**src/rtl/mem_arb_pkg.sv**
```systemverilog
// Shared definitions for the I/D memory arbiter: pend-state encoding, default sizing, port IDs.
// Optional starvation guard is enabled by defining MEM_ARB_STARVE_GUARD_EN.
package mem_arb_pkg;

    localparam int ADDR_W_DEF       = 8;
    localparam int STARVE_LIMIT_DEF = 4;

    localparam logic [1:0] IDLE   = 2'd0;
    localparam logic [1:0] I_PEND = 2'd1;
    localparam logic [1:0] D_PEND = 2'd2;

    // Port identity, also used by the core's LSU to tag requests.
    typedef enum logic {
        PORT_I = 1'b0,
        PORT_D = 1'b1
    } port_id_e;

endpackage

```
**src/rtl/mem_arb_starve_ctr.sv**
```systemverilog
// Saturating count of consecutive denied fetch cycles; raises starve_force at the limit.
// Only instantiated when MEM_ARB_STARVE_GUARD_EN is defined.
module mem_arb_starve_ctr
    import mem_arb_pkg::*;
#(
    parameter int LIMIT = STARVE_LIMIT_DEF
) (
    input  logic clk,
    input  logic reset,
    input  logic i_req,
    input  logic i_gnt,
    input  logic i_flush,
    output logic starve_force
);

    localparam int CW = $clog2(LIMIT + 1);
    localparam logic [CW-1:0] LIMIT_C = CW'(LIMIT);

    logic [CW-1:0] count;

    always_ff @(posedge clk or posedge reset) begin
        if (reset) begin
            count <= '0;
        end else if (i_gnt) begin
            count <= '0;
        end else if (i_req && !i_flush && count != LIMIT_C) begin
            count <= count + 1'b1;
        end
    end

    assign starve_force = (count == LIMIT_C);

endmodule

```
**src/rtl/mem_arbiter.sv**
```systemverilog
// Arbitrates the fetch (I) and load/store (D) ports onto one single-port 1-cycle-latency RAM.
// Define MEM_ARB_STARVE_GUARD_EN to let a starved fetch win over D once per STARVE_LIMIT denials.
module mem_arbiter
    import mem_arb_pkg::*;
#(
    parameter int ADDR_W       = ADDR_W_DEF,
    parameter int STARVE_LIMIT = STARVE_LIMIT_DEF
) (
    input  logic              clk,
    input  logic              reset,

    input  logic              i_req,
    input  logic [31:0]       i_addr,
    output logic              i_gnt,
    output logic              i_rvalid,
    output logic [31:0]       i_rdata,
    input  logic              i_flush,

    input  logic              d_req,
    input  logic              d_we,
    input  logic [31:0]       d_addr,
    input  logic [31:0]       d_wdata,
    input  logic [3:0]        d_wstrb,
    output logic              d_gnt,
    output logic              d_rvalid,
    output logic [31:0]       d_rdata,

    output logic              mem_en,
    output logic              mem_we,
    output logic [ADDR_W-1:0] mem_addr,
    output logic [31:0]       mem_wdata,
    output logic [3:0]        mem_wstrb,
    input  logic [31:0]       mem_rdata
);

    logic       starve_force;
    logic       i_wins;
    port_id_e   owner;
    logic [1:0] pend;
    logic [1:0] pend_next;
    logic       unused_addr;

`ifdef MEM_ARB_STARVE_GUARD_EN
    mem_arb_starve_ctr #(
        .LIMIT (STARVE_LIMIT)
    ) u_starve_ctr (
        .clk          (clk),
        .reset        (reset),
        .i_req        (i_req),
        .i_gnt        (i_gnt),
        .i_flush      (i_flush),
        .starve_force (starve_force)
    );
`else
    // Guard compiled out: the limit has no effect and D always wins.
    assign starve_force = (STARVE_LIMIT < 0);
`endif

    // A forced fetch only takes the slot if it could actually be granted.
    assign i_wins = starve_force & i_req & ~i_flush;

    assign d_gnt  = d_req & ~reset & ~i_wins;
    assign i_gnt  = i_req & ~i_flush & ~reset & (~d_req | i_wins);
    assign mem_en = i_gnt | d_gnt;
    assign owner  = d_gnt ? PORT_D : PORT_I;

    always_comb begin
        mem_we    = 1'b0;
        mem_addr  = '0;
        mem_wdata = '0;
        mem_wstrb = '0;
        if (mem_en) begin
            case (owner)
                PORT_D: begin
                    mem_we    = d_we;
                    mem_addr  = d_addr[ADDR_W+1:2];
                    mem_wdata = d_wdata;
                    mem_wstrb = d_wstrb;
                end
                default: begin
                    mem_addr  = i_addr[ADDR_W+1:2];
                end
            endcase
        end
    end

    always_comb begin
        pend_next = IDLE;
        if (i_gnt) begin
            pend_next = I_PEND;
        end else if (d_gnt && !d_we) begin
            pend_next = D_PEND;
        end
    end

    always_ff @(posedge clk or posedge reset) begin
        if (reset) begin
            pend <= IDLE;
        end else begin
            pend <= pend_next;
        end
    end

    // A flush arriving with a due fetch response squashes it.
    assign i_rvalid = (pend == I_PEND) & ~i_flush;
    assign d_rvalid = (pend == D_PEND);
    assign i_rdata  = i_rvalid ? mem_rdata : 32'h0;
    assign d_rdata  = d_rvalid ? mem_rdata : 32'h0;

    // Byte offset and bits above the RAM size are ignored; high bits alias.
    assign unused_addr = ^{i_addr[31:ADDR_W+2], i_addr[1:0], d_addr[31:ADDR_W+2], d_addr[1:0]};

endmodule

```
**config.mk**
```make
export PLATFORM = sky130hd
export DESIGN_NAME = mem_arbiter
export DESIGN_NICKNAME = d
export VERILOG_FILES = /design/src/rtl/mem_arb_pkg.sv /design/src/rtl/mem_arb_starve_ctr.sv /design/src/rtl/mem_arbiter.sv
export SDC_FILE = /design/constraint.sdc
export NUM_CORES = 1
export LEC_CHECK = 0
export CAP_MARGIN = 20
export CORE_AREA = 2 2 98 100
export CTS_CLUSTER_DIAMETER = 200
export DETAILED_ROUTE_END_ITERATION = 10
export DIE_AREA = 0 0 100 102
export GPL_ROUTABILITY_DRIVEN = 0
export GPL_TIMING_DRIVEN = 0
export HOLD_SLACK_MARGIN = 0.02
export PLACE_DENSITY = 0.66
export SLEW_MARGIN = 20
export SYNTH_ARGS = -nofsm -noshare
export SYNTH_HDL_FRONTEND = slang
export SYNTH_SLANG_ARGS = --single-unit
```
**constraint.sdc**
```tcl
create_clock -name clk -period 1.36 [get_ports clk]
set_input_delay 0.136 -clock clk [delete_from_list [all_inputs] [get_ports clk]]
set_output_delay 0.136 -clock clk [all_outputs]
set_load 0.02 [all_outputs]
```
==> results.sh <==
export IMPL_run_status="finished with violations"
export IMPL_failed_checks="setup timing"
export IMPL_post_synth_top_area_cell="sky130_fd_sc_hd__and2_1"
export IMPL_wirelength_mm=5.51
export IMPL_post_synth_cell_area_avg_um2=6.78
export IMPL_syn_std_cell_area_um2=1010
export IMPL_internal_power_uw=678
export IMPL_detail_route_drc_violations=0
export IMPL_worstPathMaxFanout=10
export IMPL_die_height_um=102
export IMPL_floorplan_initialDensity=0.111
export IMPL_drv_max_cap_violation_count=0
export IMPL_seq_power_share=0.062
export IMPL_grt_most_used_layer="met2"
export IMPL_ctsLongestPathBuffers=2
export IMPL_diodes=0
export IMPL_area_delta_synth_final_pct=224
export IMPL_library_cells_used_by_synthesis=14
export IMPL_setup_worst_path_end_class="output pin"
export IMPL_wl_per_cell_um=11.8
export IMPL_vias=1787
export IMPL_die_w_um=100
export IMPL_final_worst_path_period_need_ps=1460
export IMPL_critPathArrivalTime_ps=1330
export IMPL_met1_usage=0.0918
export IMPL_path_clk_slew_ps=30
export IMPL_synth_area_top_cells="sky130_fd_sc_hd__and2_1 63%, sky130_fd_sc_hd__nand4bb_1 8.9%, sky130_fd_sc_hd__buf_6 6.7%"
export IMPL_cts_max_level=1
export IMPL_share_comb_of_total_power=0.704
export IMPL_hpwl_mm=4.74
export IMPL_path_class="register to output pin"
export IMPL_share_clk_of_total_power=0.233
export IMPL_core_area_um2=9110
export IMPL_grt_first_pass_wirelength_mm=7.91
export IMPL_grt_util_met2=0.189
export IMPL_num_rows=35
export IMPL_area_sequential_um2=50.0
export IMPL_pin_count_of_the_biggest_net_entering_global_routing=11
export IMPL_detail_route_antenna_nets=0
export IMPL_path_class_of_the_lowest_slack_min_delay_path="input port to async pin"
export IMPL_route_detailed_vias_per_inst=3.83
export IMPL_cts_buffers_inserted=3
export IMPL_drt_iter0_markers=31
export IMPL_post_route_cells_drive_above_1_share=0.441
export IMPL_fillers=953
export IMPL_drt_pre_antenna_iters=3
export IMPL_setup_worst_path_start_class="register"
export IMPL_slew_headroom=0.749
export IMPL_first_global_vias=1682
export IMPL_total_power_per_unit_cell_area_nw_per_um2=310
export IMPL_layout_cells_most_common_list="85 x sky130_fd_sc_hd__clkdlybuf4s50_1, 72 x sky130_fd_sc_hd__buf_6, 70 x sky130_fd_sc_hd__and2_1"
export IMPL_cts_tree="yes"
export IMPL_timing_worst_slew_pin_value_ps=376
export IMPL_grt_setup_unrepaired="true"
export IMPL_global_route_overflow_total=0
export IMPL_largest_register="pend"
export IMPL_dieArea_um2=10200
export IMPL_count_of_clock_tree_sinks=2
export IMPL_final_setup_worst_slack_ps=-101
export IMPL_swShare=0.333
export IMPL_report_final_setup_viol=61
export IMPL_design_final_nets=496
export IMPL_power_switching_uw=338
export IMPL_total_area_of_multi_input_combinational_cells_um2=938
export IMPL_leakage_nw=1.55
export IMPL_yosys_warnings=0
export IMPL_max_freq_mhz=684
export IMPL_timing_final_crit_share=1.07
export IMPL_layout_cells_most_common="sky130_fd_sc_hd__clkdlybuf4s50_1"
export IMPL_num_io_pins=252
export IMPL_largest_reg_flops=2
export IMPL_port_buffers=202
export IMPL_yosysSeqAreaShare=0.0496
export IMPL_cts_root_buffer_cell="sky130_fd_sc_hd__clkbuf_8"
export IMPL_number_of_storage_elements_in_the_synthesis_netlist=2
export IMPL_fin_util=0.359
export IMPL_number_of_pins_exceeding_their_max_slew_limit_in_the_final_report=0
export IMPL_grtUsageMet3=0.0445
export IMPL_syn_nets=287
export IMPL_cp_required_ps=1220
export IMPL_irDropWorstVdd_mv=0.156
export IMPL_finalHoldViolCount=0
export IMPL_timing_hold_ws_ps=229
export IMPL_biggestRegsByFlops="pend x2"
export IMPL_synth_top_area_frac=0.626
export IMPL_antenna_found_initial=0
export IMPL_global_route_usage_total=0.0955
export IMPL_netlist_instances=149
==> per-layer routing <==
metal	vias to the layer above	share of wire
li1	882	-
met1	760	0.34
met2	143	0.50
met5	-	0
met3	2	0.16
met4	0	0.0025
==> cell families after synthesis <==
| logic type | Yosys count | synth area share |
|---|---|---|
| AO/OA/AOI/OAI | 9 | 0.0446 |
| flip-flops | 2 | 0.0496 |
| buffers and inverters | 15 | 0.105 |
| AND/OR/NAND/NOR | 123 | 0.801 |
==> cells in the mapped netlist <==
library cell	instances
sky130_fd_sc_hd__a21oi_1	9
sky130_fd_sc_hd__and2_1	101
sky130_fd_sc_hd__and2b_1	1
sky130_fd_sc_hd__buf_2	4
sky130_fd_sc_hd__buf_6	6
sky130_fd_sc_hd__clkbuf_1	3
sky130_fd_sc_hd__dfrtp_1	2
sky130_fd_sc_hd__inv_1	2
sky130_fd_sc_hd__nand2_1	8
sky130_fd_sc_hd__nand2b_1	1
sky130_fd_sc_hd__nand4bb_1	8
sky130_fd_sc_hd__nor2b_4	1
sky130_fd_sc_hd__nor3_1	2
sky130_fd_sc_hd__nor3b_4	1
==> power by group through the flow <==
stage	Clock, mW	Sequential, mW	Combinational, mW
finish	0.237	0.0634	0.716
global route	0.246	0.0636	0.763
CTS	0.244	0.0634	0.712
detailed placement	0	0.0639	0.726
global placement	0	0.0638	0.722
floorplan	0	0.0637	0.253
==> final cells by class <==
class                   count  share of cell area
repair buffers            204               0.601
multi-input cells         132               0.287
plain buffers              13              0.0401
clock buffers               3              0.0126
inverters                   2             0.00229
well taps                 111              0.0424
flip-flops and latches      2              0.0153
==> through the flow <==
step | instance area (um^2) | total power [mW] | setup TNS (ps) | setup slack (ps) | std cells
2_1_floorplan | 1010 | 0.317 | 0 | 128 | 149
3_3_place_gp | 3170 | 0.786 | -71490 | -923 | 462
3_5_place_dp | 3170 | 0.790 | -71070 | -902 | 462
4_1_cts | 3270 | 1.02 | -5870 | -119 | 467
5_1_grt | 3270 | 1.07 | -8450 | -166 | 467
6_report | 3270 | 1.02 | -4920 | -101 | 467
==> what timing repair did <==
action,in CTS,in global routing
buffers inserted,2,0
hold buffers,0,0
setup endpoints to repair,114,101
endpoints found under the hold margin,0,0
resized for setup,511,86
pin swaps,4,2
==> worst max-delay path, stage by stage (launching register included) <==
cell                      delay [ps]
sky130_fd_sc_hd__dfrtp_1         390
sky130_fd_sc_hd__nor3b_4         180
sky130_fd_sc_hd__buf_6           150
sky130_fd_sc_hd__buf_6           130
sky130_fd_sc_hd__and2_1          150
sky130_fd_sc_hd__buf_6           120
==> final timing paths <==
check	start	end	slack (ps)	cells after the start
worst max-delay path	pend[1]	i_rdata[16]	-100	5
worst min-delay path	reset	pend[0]	230	3
max in group asynchronous	reset	pend[1]	1020	3
min in group clk	reset	pend[1]	370	2
Note: power is estimated with default switching activity, not from simulation.
